File: src/rtl/ram_req_master.sv
// Initiator for the single-port image-RAM handshake: sequences address, one-cycle
// write enable and ready-strobe waits, with a per-access timeout and debug counters.
module ram_req_master #(
  parameter int ADDR_W  = 19,
  parameter int DATA_W  = 8,
  parameter int TIMEOUT = 64,
  parameter int CNT_W   = 16
) (
  input  logic              clk,
  input  logic              rst,
  input  logic              cmd_valid,
  input  logic              cmd_we,
  input  logic [ADDR_W-1:0] cmd_addr,
  input  logic [DATA_W-1:0] cmd_wdata,
  output logic              cmd_ready,
  output logic              rsp_valid,
  output logic              rsp_err,
  output logic [DATA_W-1:0] rsp_rdata,
  output logic [ADDR_W-1:0] mem_addr,
  output logic [DATA_W-1:0] mem_data,
  output logic              mem_we,
  input  logic [DATA_W-1:0] mem_q,
  input  logic              mem_ready_we,
  input  logic              mem_ready_re,
  output logic [CNT_W-1:0]  txn_count,
  output logic [CNT_W-1:0]  err_count
);

  localparam int TMR_W = $clog2(TIMEOUT) + 1;
  localparam logic [TMR_W-1:0] TMR_LAST = TMR_W'(TIMEOUT - 1);

  typedef enum logic [2:0] {
    S_IDLE, S_SETUP, S_WR_PULSE, S_WAIT_WR, S_WAIT_RD, S_DONE
  } state_e;

  state_e            state_q, state_d;
  logic              cmd_ready_q, cmd_ready_d;
  logic              rsp_valid_q, rsp_valid_d;
  logic              rsp_err_q, rsp_err_d;
  logic [DATA_W-1:0] rsp_rdata_q, rsp_rdata_d;
  logic [ADDR_W-1:0] mem_addr_q, mem_addr_d;
  logic [DATA_W-1:0] mem_data_q, mem_data_d;
  logic              mem_we_q, mem_we_d;
  logic              we_q, we_d;
  logic [TMR_W-1:0]  timer_q, timer_d;
  logic [CNT_W-1:0]  txn_count_q, txn_count_d;
  logic [CNT_W-1:0]  err_count_q, err_count_d;

  // NOTE: every _d starts as its _q so no path through the case leaves a signal
  // unassigned; that is what keeps this block free of inferred latches.
  always_comb begin
    state_d     = state_q;
    cmd_ready_d = cmd_ready_q;
    rsp_valid_d = rsp_valid_q;
    rsp_err_d   = rsp_err_q;
    rsp_rdata_d = rsp_rdata_q;
    mem_addr_d  = mem_addr_q;
    mem_data_d  = mem_data_q;
    mem_we_d    = mem_we_q;
    we_d        = we_q;
    timer_d     = timer_q;
    txn_count_d = txn_count_q;
    err_count_d = err_count_q;

    unique case (state_q)
      S_IDLE: begin
        cmd_ready_d = 1'b1;
        if (cmd_valid && cmd_ready_q) begin
          mem_addr_d  = cmd_addr;
          if (cmd_we) mem_data_d = cmd_wdata;
          we_d        = cmd_we;
          cmd_ready_d = 1'b0;
          state_d     = S_SETUP;
        end
      end
      // Address settles for one cycle before we so the RAM never sees both move together.
      S_SETUP: begin
        if (we_q) begin
          mem_we_d = 1'b1;
          state_d  = S_WR_PULSE;
        end else begin
          timer_d = '0;
          state_d = S_WAIT_RD;
        end
      end
      S_WR_PULSE: begin
        mem_we_d = 1'b0;
        timer_d  = '0;
        state_d  = S_WAIT_WR;
      end
      S_WAIT_WR: begin
        if (mem_ready_we) begin
          rsp_valid_d = 1'b1;
          rsp_err_d   = 1'b0;
          state_d     = S_DONE;
        end else if (timer_q == TMR_LAST) begin
          rsp_valid_d = 1'b1;
          rsp_err_d   = 1'b1;
          state_d     = S_DONE;
        end else begin
          timer_d = timer_q + 1'b1;
        end
      end
      S_WAIT_RD: begin
        if (mem_ready_re) begin
          rsp_valid_d = 1'b1;
          rsp_err_d   = 1'b0;
          rsp_rdata_d = mem_q;
          state_d     = S_DONE;
        end else if (timer_q == TMR_LAST) begin
          rsp_valid_d = 1'b1;
          rsp_err_d   = 1'b1;
          state_d     = S_DONE;
        end else begin
          timer_d = timer_q + 1'b1;
        end
      end
      S_DONE: begin
        rsp_valid_d = 1'b0;
        txn_count_d = txn_count_q + 1'b1;
        if (rsp_err_q && (err_count_q != '1)) err_count_d = err_count_q + 1'b1;
        cmd_ready_d = 1'b1;
        state_d     = S_IDLE;
      end
      default: state_d = S_IDLE;
    endcase
  end

  // NOTE: state registers use non-blocking assignments so every flop samples
  // the pre-edge value of every other flop, independent of block ordering.
  always_ff @(posedge clk or posedge rst) begin
    if (rst) begin
      state_q     <= S_IDLE;
      cmd_ready_q <= 1'b0;
      rsp_valid_q <= 1'b0;
      rsp_err_q   <= 1'b0;
      rsp_rdata_q <= '0;
      mem_addr_q  <= '0;
      mem_data_q  <= '0;
      mem_we_q    <= 1'b0;
      we_q        <= 1'b0;
      timer_q     <= '0;
      txn_count_q <= '0;
      err_count_q <= '0;
    end else begin
      state_q     <= state_d;
      cmd_ready_q <= cmd_ready_d;
      rsp_valid_q <= rsp_valid_d;
      rsp_err_q   <= rsp_err_d;
      rsp_rdata_q <= rsp_rdata_d;
      mem_addr_q  <= mem_addr_d;
      mem_data_q  <= mem_data_d;
      mem_we_q    <= mem_we_d;
      we_q        <= we_d;
      timer_q     <= timer_d;
      txn_count_q <= txn_count_d;
      err_count_q <= err_count_d;
    end
  end

  assign cmd_ready = cmd_ready_q;
  assign rsp_valid = rsp_valid_q;
  assign rsp_err   = rsp_err_q;
  assign rsp_rdata = rsp_rdata_q;
  assign mem_addr  = mem_addr_q;
  assign mem_data  = mem_data_q;
  assign mem_we    = mem_we_q;
  assign txn_count = txn_count_q;
  assign err_count = err_count_q;

endmodule

File: config.mk
export PLATFORM = sky130hd
export DESIGN_NAME = ram_req_master
export DESIGN_NICKNAME = d
export VERILOG_FILES = /design/src/rtl/ram_req_master.sv
export SDC_FILE = /design/constraint.sdc
export NUM_CORES = 1
export LEC_CHECK = 0
export ABC_CLOCK_PERIOD_IN_PS = 2400
export CAP_MARGIN = 20
export CORE_MARGIN = 2
export CORE_UTILIZATION = 42
export DETAILED_ROUTE_END_ITERATION = 12
export PLACE_DENSITY = 0.81
export SYNTH_ARGS = -nofsm -noshare
export SYNTH_HDL_FRONTEND = slang
export SYNTH_SLANG_ARGS = --single-unit
File: constraint.sdc
create_clock -name clk -period 2.4 [get_ports clk]
set_input_delay 0.48 -clock clk [delete_from_list [all_inputs] [get_ports clk]]
set_output_delay 0.48 -clock clk [all_outputs]
set_load 0.005 [all_outputs]
# --- Word-level counts from Yosys, hierarchy flattened ---
# Index checks and enable logic that the tools add are counted.
word_totals:
  register_bits: 82
  latchBits: 0
  ram_bits: 0
  mem_bits_ro: 0
  output_inout_bits: 71
  word_cells: 64
  memories: 0
classes:
  addsub: 3
  n_mul: 0
  div_mod_pow: 0
  order_cmp: 0
  eq_ne: 12
  shifts: 0
  n_mux: 23
  bitwise_logic: 0
  reduce_logical: 14
op_table:
  columns: ["op", "n"]
  rows:
  - ["16-bit by 1-bit adder with 16-bit output (second input constant)", 2]
  - ["7-bit two-way mux", 4]
  - ["7-bit one-hot mux with 4 select lines", 1]
  - ["16-bit inequality test (second input constant)", 1]
  - ["3-bit two-way mux", 5]
  - ["3-bit one-hot mux with 5 select lines", 1]
  - ["2-bit inequality test (second input constant)", 5]
  - ["1-bit two-way mux", 8]
  - ["2-bit AND reduction", 4]
  - ["7-bit by 1-bit adder with 7-bit output (second input constant)", 1]
  - ["7-bit by 6-bit == test with 1-bit output (second input constant)", 1]
  - ["3-bit by 2-bit == test with 1-bit output (second input constant)", 2]
  - ["3-bit == test (second input constant)", 2]
  - ["1-bit one-hot mux with 2 select lines", 3]
  - ["2-bit nonzero test", 3]
  - ["4-bit AND reduction", 1]
  - ["4-bit nonzero test", 1]
  - ["3-bit by 1-bit == test with 1-bit output (second input constant)", 1]
  - ["3-bit zero test", 1]
  - ["1-bit one-hot mux with 3 select lines", 1]
  - ["3-bit AND reduction", 1]
  - ["3-bit nonzero test", 1]
  - ["1-bit logical AND", 2]

# --- Longest topological paths before layout ---
# Gate-level depths: netlist (run 1).
logic_depth:
  ltp_word: 4
  mapped_depth: 6

# --- Worst setup path before layout (run 1) ---
# No wires, ideal clock.
synth_timing:
  path_kind: "reg-to-reg"
  from: "reg state_q[0]"
  to: "reg timer_q[0]"
  setup_ns: 0.125
  arrival_time_ns: 1.645
  required_ns: 2.275
  slack_ns: 0.631
  stages_incl_launch_ff: 6
  path_buffers: 1
  period_less_slack_ns: 1.769
  cell_sequence: "dfrtp_1 and4bb_2 buf_2 a31o_2 a21oi_1 mux2_2"
synth_via:
  elab_chain_len: 3
  elab_cells_between_ends: 10
synth_lines:
  columns: ["element", "line_no", "text"]
  rows:
  - ["start, declared", "36", "state_e state_q, state_d;"]
  - ["start signal, assigned", "146", "state_q <= state_d;"]
  - ["3-bit == test (tied with other cells)", "65", "unique case (state_q)"]
  - ["4-bit nonzero test (no line) or 2-bit inequality test (tied branches)", null, null]
  - ["4-bit AND reduction (no line)", null, null]
  - ["end signal, assigned", "155", "timer_q <= timer_d;"]
  - ["end, declared", "45", "logic [TMR_W-1:0] timer_q, timer_d;"]
# Several ways; a longest one is shown, not always the timed one.
# A chain may end at the register's enable or synchronous reset.

# --- Worst setup path after layout (run 1) ---
layout_timing:
  from: "reg state_q[0]"
  to: "reg err_count_q[14], in the netlist err_count[14]"
layout_via:
  elab_chain_len: 2
layout_lines:
  columns: ["element", "line_no", "text"]
  rows:
  - ["3-bit == test", "65", null]
  - ["2-bit AND reduction (no line)", null, null]
  - ["end signal, assigned", "157", "err_count_q <= err_count_d;"]
  - ["end, declared", "47", "logic [CNT_W-1:0] err_count_q, err_count_d;"]
# Every way passes these cells.

==> results.cfg, run 1 <==
[outcome]
outcome = complete, no violations

[routing]
wl_per_cell_microns = 14.8
vias = 2718
wl_microns = 7690
drt_iter0_markers = 79
drcViolationCount = 0
ant_nets = 0
routed_via_density = 5.22
dr.pass1.iters = 4

[logic_synthesis]
yosys.cell_types.count = 44
synth_seq_area_share_pct = 57.0
syn_avg_cell_area_sq_um = 12.3
synth_warnings = 0
netlist_area_sq_mm = 0.00360
synthArstFlopShare_pct = 100
synth_edf_count = 0
ys.flop_type = dfrtp_1
ys_ff_latch = 82
syn_inst = 293
syn_nets = 337

[power]
pwr-share-comb_pct = 37.5
switching_share_pct = 29.2
intPower_uw = 3530
pwr-share-clk_pct = 19.2
power_density_mw_per_mm2 = 988
p_sw_uw = 1450
p_leak_uw = 0.00220
irDropWorstVdd_mv = 0.586
p_seq_share_pct = 43.3

[hold_path]
hold_path_depth = 1
hp-start = txn_count[15]
hold_path_end = txn_count[15]
hp-class = reg2reg

[worst_setup_path]
path_max_fanout = 16
worst-r2r-setup-slack_ps = 410
startpoint_type = flip-flop
reg2reg_from = state_q[0]
critPathKind = reg2reg
crit_arrival_ps = 2250
reg2reg_depth = 4
rr_endpoint = err_count[14]
required_ps = 2670
cp-end-kind = flip-flop

[cells_and_area]
syn_to_final_growth_pct = 39.9
final_nets = 456
n_antenna_cell = 0
design_area_sq_mm = 0.00504
final_common_cell = clkdlybuf4s50_1
layout-drive-gt1-share_pct = 15.1
final_cell_mix = clkdlybuf4s50_1, dfrtp_1, mux2_2

[sta]
period_share_pct = 82.7
setup_viol = 0
period_minus_slack_ps = 1990
slew_viol_final = 0
worstMarginPinSlew_ps = 652
rsz0062_at_grt = false
max_freq_mhz = 504
finalSetupTns_ps = 0
finClkSkew_ps = 8.52
slew_headroom_pct = 56.4
final_hold_viol_count = 0

[run]
maxCapViolCount = 0

[floorplan]
die_w_microns = 96.6
initial_utilization_pct = 43.6
die_area_sq_mm = 0.00933
die_h_microns = 96.6
rows = 33
core_area_sq_mm = 0.00826
pin_count = 112

[clocking]
ctsLongestPathBuffers = 2
cts_tree = done
clkTransAtPathRegs_ps = 80
post_cts_buffers = 0
cts_hold_buf = 0
clk_latency_ps = 340
post_cts_resized = 0
htreeDepth = 3
cts_root_buf = clkbuf_8
cts.sinks = 82
numCtsBuffers = 9

[grt]
track_usage_pct = 17.3
grt_start_max_net_pins = 83
met2_usage_pct = 28.0
grt_use_met1_pct = 21.6
grt_use_met3_pct = 7.23
grt_pass1_wl_microns = 13400
grt-ovfl-total = 0
top_usage_layer = met2
antenna_found_initial = 0
grt_pass1_vias = 2799

[placement]
port_buffers = 111
hpwlAfterDp_microns = 5620
gp_congestion = 0.845
place_area_sq_mm = 0.00485
==> how the worst max path moves through the flow <==
stage,endpoint,from,cells past startpoint
global route,err_count[15],state_q[0],4
CTS,err_count[12],state_q[0],4
detailed placement,timer_q[0],mem_ready_re,5
finish,err_count[14],state_q[0],4
floorplan,timer_q[0],state_q[0],5
global placement,timer_q[0],mem_ready_re,5
==> stage by stage <==
| stage | power (uW) | util [%] | setup slack [ps] | cells | hold slack, ps |
|---|---|---|---|---|---|
| floorplan | 3020 | - | 631 | 293 | 467 |
| global placement | 3980 | 58.8 | 318 | 506 | 460 |
| detailed placement | 4060 | 58.8 | 289 | 506 | 462 |
| CTS | 5050 | 61.0 | 417 | 521 | 477 |
| global route | 5330 | 61.0 | 217 | 521 | 521 |
| finish | 4980 | 61.0 | 415 | 521 | 477 |
==> logic make-up (layout without fill, tap and decap cells) <==
group	Yosys count	in the layout	share of synthesized area, %
mux	41	41	12.7
simple gates	97	97	15.7
buf+inv	15	138	2.12
compound gates	25	25	4.24
flops	82	82	57.0
xor+xnor	30	30	7.29
fa+ha+maj	3	3	1.04
==> area by class of cell <==
| type | count | area [sq um] |
|---|---|---|
| clock inverters | 3 | 40.0 |
| flip-flops and latches | 82 | 2050 |
| clock buffers | 12 | 145 |
| repair buffers | 116 | 1160 |
| inverters | 7 | 30.0 |
| multi-input cells | 196 | 1480 |
| fillers | 718 | 3220 |
| well taps | 105 | 131 |
==> worst max-delay path, stage by stage (launching register included) <==
cell      delay (ps)
dfrtp_1          660
nand4b_4         270
or3_1            500
nor4_1           320
xor2_1           170
==> metal layers <==
layer / vias to the layer above / wire, microns
li1: 1284 / -
met1: 1331 / 3240
met2: 90 / 3750
met3: 13 / 579
met4: 0 / 107
met5: - / 0
==> flip-flops by register name, summed over array words and instances (netlist names) <==
signal,cells
err_count,16
we_q,1
mem_we,1
rsp_valid,1
cmd_ready,1
mem_data,8
state_q,3
rsp_rdata,8
txn_count,16
mem_addr,19
timer_q,7
rsp_err,1
==> synth_stat cells (2+ instances only) <==
library cell / number / area share [%]
mux2_2: 37 / 12
nor3_1: 9 / 1.3
buf_4: 2 / 0.42
buf_2: 4 / 0.56
and4_1: 2 / 0.49
nor3b_1: 5 / 1.0
dfrtp_1: 82 / 57
a21oi_1: 7 / 0.97
xnor2_1: 11 / 2.7
nand4_1: 7 / 1.2
nand2b_1: 3 / 0.52
a31oi_1: 2 / 0.35
mux2i_1: 4 / 1.1
nand2_1: 25 / 2.6
xor2_1: 19 / 4.6
o21ai_0: 8 / 1.1
ha_1: 3 / 1.0
and2b_1: 2 / 0.42
inv_1: 7 / 0.73
nand3b_1: 2 / 0.42
nor2_1: 7 / 0.73
nand3_1: 11 / 1.5
nor4_1: 13 / 2.3
==> power by group through the flow <==
stage,Combinational [uW],Sequential [uW],Clock [uW]
6_report,1870,2160,957
5_1_grt,2040,2230,1060
4_1_cts,1900,2160,990
3_5_place_dp,1880,2180,0
3_3_place_gp,1830,2160,0
2_1_floorplan,919,2110,0
Note: power is estimated with default switching activity, not from simulation.
==> inputs of run 2 (changes only) <==
--- a/config.mk
+++ b/config.mk
@@ -5,12 +5,12 @@
 export SDC_FILE = /design/constraint.sdc
 export NUM_CORES = 1
 export LEC_CHECK = 0
-export ABC_CLOCK_PERIOD_IN_PS = 2400
+export ABC_CLOCK_PERIOD_IN_PS = 2000
 export CAP_MARGIN = 20
 export CORE_MARGIN = 2
 export CORE_UTILIZATION = 42
 export DETAILED_ROUTE_END_ITERATION = 12
-export PLACE_DENSITY = 0.81
+export PLACE_DENSITY = 0.78
 export SYNTH_ARGS = -nofsm -noshare
 export SYNTH_HDL_FRONTEND = slang
 export SYNTH_SLANG_ARGS = --single-unit
==> constraint.sdc (replaced) <==
create_clock -name clk -period 2 [get_ports clk]
set_input_delay 0.4 -clock clk [delete_from_list [all_inputs] [get_ports clk]]
set_output_delay 0.4 -clock clk [all_outputs]
set_load 0.005 [all_outputs]
==> run 2 against run 1 <==
Utilization grew 1.2 points. Non-clock buffer count grew 9. Critical endpoint is now timer_q[5]. Cell area grew 1.9%.
==> results.cfg, run 2 (synthesis gave the netlist of run 1 again) <==
[cells_and_area]
layout-drive-gt1-share_pct = 18.1
syn_to_final_growth_pct = 42.6
final_cell_mix = clkdlybuf4s50_1, dfrtp_1, mux2_2
final_common_cell = clkdlybuf4s50_1
largest_reg_flops = 19
n_antenna_cell = 0
final_nets = 465

[floorplan]
pin_count = 112
die_area_sq_mm = 0.00933
rows = 33
core_area_sq_mm = 0.00826
initial_utilization_pct = 43.6
die_w_microns = 96.6
die_h_microns = 96.6

[run]
maxCapViolCount = 0

[placement]
dp_worst_setup_slack_ps = -24.8
gp_congestion = 0.848
port_buffers = 111
hpwlAfterDp_microns = 5710

[clocking]
cts.sinks = 82
numCtsBuffers = 9
htreeDepth = 3
cts_tree = done
clkTransAtPathRegs_ps = 80
ctsLongestPathBuffers = 2
clk_latency_ps = 340
cts_root_buf = clkbuf_8

[power]
power_density_mw_per_mm2 = 1190
irDropWorstVdd_mv = 0.769
total_power_uw = 6130
p_leak_uw = 0.00225

[worst_setup_path]
crit_arrival_ps = 2100
slowest_stage = dfrtp_1
startpoint_type = flip-flop
required_ps = 2260
slowest_delay_ps = 620
critical-path-top-delay-family = simple AND/OR/NAND/NOR gates
critPathBufInv = 0
cp-end-kind = flip-flop
cp_cell_sequence = and4bb_2 -> a31o_2 -> nor4_1 -> mux2i_1
critPathKind = reg2reg
path_max_fanout = 12

[routing]
wl_microns = 7800
routed_via_density = 5.21
drcViolationCount = 0
drt_iter0_markers = 80
wl_per_cell_microns = 14.7
vias = 2765
ant_nets = 0
dr.pass1.iters = 4

[sta]
period_minus_slack_ps = 1840
finClkSkew_ps = 9.87
worstMarginPinSlew_ps = 575
period_share_pct = 92.1
slew_headroom_pct = 61.4
max_freq_mhz = 543
setup_viol = 0
slew_viol_final = 0
final_hold_viol_count = 0
final.setup.worst_slack_ps = 158
rsz0062_at_grt = false

[grt]
grt_start_max_net_pins = 83
track_usage_pct = 17.5
grt_pass1_wl_microns = 13400
antenna_found_initial = 0
grt_pass1_vias = 2761
grt-ovfl-total = 0

[outcome]
outcome = complete, no violations

[hold_path]
hp-class = in2async
[run 2: timing repair]
action	4_1_cts	5_1_grt
endpoints found under the setup margin	0	6
resized for setup	0	3
endpoints found under the hold margin	0	0
hold buffers	0	0
buffers inserted	0	0
[run 2: where the power goes]
| part | total, uW | switching (uW) | internal (uW) | leakage, uW |
|---|---|---|---|---|
| Combinational | 2320 | 785 | 1540 | 0.00110 |
| Sequential | 2590 | 430 | 2160 | 0.00104 |
| Clock | 1210 | 570 | 644 | 0.0000986 |
| Total | 6130 | 1780 | 4340 | 0.00225 |
[run 2: final timing paths]
| kind | start | to | slack (ps) | depth (start not counted) |
|---|---|---|---|---|
| worst min-delay path | rst | err_count[4] | 470 | 3 |
| worst min register to register | txn_count[15] | txn_count[15] | 470 | 1 |
| min in group clk | txn_count[15] | txn_count[15] | 470 | 1 |
| max in group asynchronous | rst | state_q[2] | 1110 | 3 |
| worst max-delay path | state_q[0] | timer_q[5] | 160 | 4 |
| worst max register to register | state_q[0] | timer_q[5] | 160 | 4 |
[run 2: cell type report]
cell class,instances,area (sq um)
fill,676,3120
sequential,82,2050
multi-input combinational,196,1490
timing repair buffer,125,1230
clock buffer,12,155
tap,105,131
clock inverter,4,50.0
inverter,7,30.0
[run 2: metrics by stage]
stage	instance area (sq um)	instances	hold WS, ps	TNS [ps]	utilization [%]
after detailed placement	4920	515	462	-162	59.6
after global routing	5140	531	499	0	62.2
final	5140	531	471	0	62.2
after global placement	4920	515	460	0	59.6
after CTS	5130	531	476	0	62.1
after floorplan	3610	293	467	0	-
[run 2: per-layer routing]
layer	part of all wire, %	routed length, microns	up-vias	track usage (%)
met1	42	3240	1356	22.0
met4	1.5	115	0	6.50
met5	0	0	-	0
met2	49	3820	100	27.7
met3	8.0	626	11	6.50
li1	-	-	1298	-
[run 2: tightest hold or removal path: cells and delay by family]
| family | cells | cell delay, ps |
|---|---|---|
| buffers and inverters | 3 | 840 |
==> inputs of run 3 (changes only) <==
--- a/config.mk
+++ b/config.mk
@@ -7,9 +7,9 @@
 export LEC_CHECK = 0
 export ABC_CLOCK_PERIOD_IN_PS = 2000
 export CAP_MARGIN = 20
-export CORE_MARGIN = 2
 export CORE_UTILIZATION = 42
 export DETAILED_ROUTE_END_ITERATION = 12
+export GPL_ROUTABILITY_DRIVEN = 1
 export PLACE_DENSITY = 0.78
 export SYNTH_ARGS = -nofsm -noshare
 export SYNTH_HDL_FRONTEND = slang
==> run 3 against run 2 <==
Clock skew increased by 1.8 ps. Routed wire length decreased by 3.2%. Utilization increased by 0.076 points. Global-route usage increased by 0.14 points. Critical path type unchanged. Combinational power increased by 2%. Worst hold slack improved by 15 ps. First-iteration DRC count decreased by 25%.
==> results.cfg, run 3 (synthesis gave the netlist of run 1 again) <==
[routing]
wl_per_cell_microns = 14.2
dr.pass1.iters = 4
vias = 2735
drcViolationCount = 0
drt_iter0_markers = 60
routed_via_density = 5.15
ant_nets = 0
wl_microns = 7550

[grt]
grt-ovfl-total = 0
grt_pass1_wl_microns = 12200
grt_pass1_vias = 2628
grt_start_max_net_pins = 83
track_usage_pct = 17.6
antenna_found_initial = 0

[worst_setup_path]
crit_top_cell = buf_4
crit_arrival_ps = 2050
slowest_delay_ps = 520
cp_cell_sequence = buf_4 -> nor4_2 -> buf_4 -> mux2_2
critPathKind = reg2reg
slowest_stage = dfrtp_1
required_ps = 2220
cp-end-kind = flip-flop
critical-path-top-delay-family = buffers and inverters
reg2reg_from = state_q[0]
critPathLaunch = state_q[0]
critPathBufInv = 2
startpoint_type = flip-flop
path_max_fanout = 20

[clocking]
cts_hold_buf = 0
cts.sinks = 82
htreeDepth = 3
ctsLongestPathBuffers = 2
clkTransAtPathRegs_ps = 80
numCtsBuffers = 9
clk_latency_ps = 340
cts_root_buf = clkbuf_8
cts_tree = done

[cells_and_area]
layout-drive-gt1-share_pct = 17.6
final_cell_mix = clkdlybuf4s50_1, dfrtp_1, mux2_2
syn_to_final_growth_pct = 42.8
largest_reg_flops = 19
final_nets = 466
final_common_cell = clkdlybuf4s50_1
stdcell_count = 531
n_antenna_cell = 0

[outcome]
outcome = complete, no violations

[sta]
rsz0062_at_grt = false
final_hold_viol_count = 0
finalSetupTns_ps = 0
worstMarginPinSlew_ps = 436
slew_headroom_pct = 70.9
finClkSkew_ps = 11.7
period_share_pct = 91.4
setup_viol = 0
max_freq_mhz = 547
slew_viol_final = 0
period_minus_slack_ps = 1830

[floorplan]
core_area_sq_mm = 0.00826
initial_utilization_pct = 43.6
pin_count = 112
die_h_microns = 94.6
die_area_sq_mm = 0.00895
rows = 33
die_w_microns = 94.6

[run]
maxCapViolCount = 0

[placement]
port_buffers = 111
hpwlAfterDp_microns = 5510
gp_congestion = 0.800
dp.cells = 516

[power]
power_density_mw_per_mm2 = 1200
p_leak_uw = 0.00226
irDropWorstVdd_mv = 0.748

[hold_path]
hp-class = reg2reg
hp-start = txn_count[15]
[run 3: cell type report]
type                       count  area (sq um)
tap                          105           131
clock inverter                 3          65.1
clock buffer                  12           135
inverter                       7          30.0
sequential                    82          2050
fill                         686          3110
timing repair buffer         126          1240
multi-input combinational    196          1490
[run 3: timing repair]
item	CTS	global route
setup buffers	0	0
endpoints found under the setup margin	0	5
gates resized for setup	0	3
[run 3: path summary, 6_finish.rpt]
path,slack [ps],cells past startpoint,endpoint
worst max-delay path,170,4,mem_addr[9]
worst min-delay path,490,1,txn_count[15]
worst max register to register,170,4,mem_addr[9]
worst min register to register,490,1,txn_count[15]
max in group asynchronous,1120,3,state_q[2]
min in group asynchronous,500,3,err_count[2]
[run 3: per-layer routing]
layer | vias to the layer above | GRT usage, % | routed length, microns | part of all wire (%)
met3 | 9 | 5.39 | 532 | 7.0
met5 | - | 0 | 0 | 0
li1 | 1303 | - | - | -
met1 | 1330 | 22.4 | 3280 | 43
met4 | 0 | 7.07 | 87 | 1.2
met2 | 93 | 28.1 | 3650 | 48
[run 3: stage by stage]
stage	setup WS [ps]	instance area (sq um)	utilization [%]	hold slack, ps	total power, uW
2_1_floorplan	231	3610	-	467	3630
4_1_cts	110	5130	62.1	492	6230
6_report	173	5140	62.3	486	6180
3_3_place_gp	61.8	4930	59.7	462	4880
3_5_place_dp	-28.0	4930	59.7	482	4950
5_1_grt	36.3	5140	62.3	519	6560
[run 3: power breakdown]
| group | leakage (uW) | switching (uW) | internal [uW] |
|---|---|---|---|
| clock | 0.000100 | 560 | 697 |
| combinational | 0.00111 | 819 | 1550 |
| sequential | 0.00105 | 387 | 2160 |
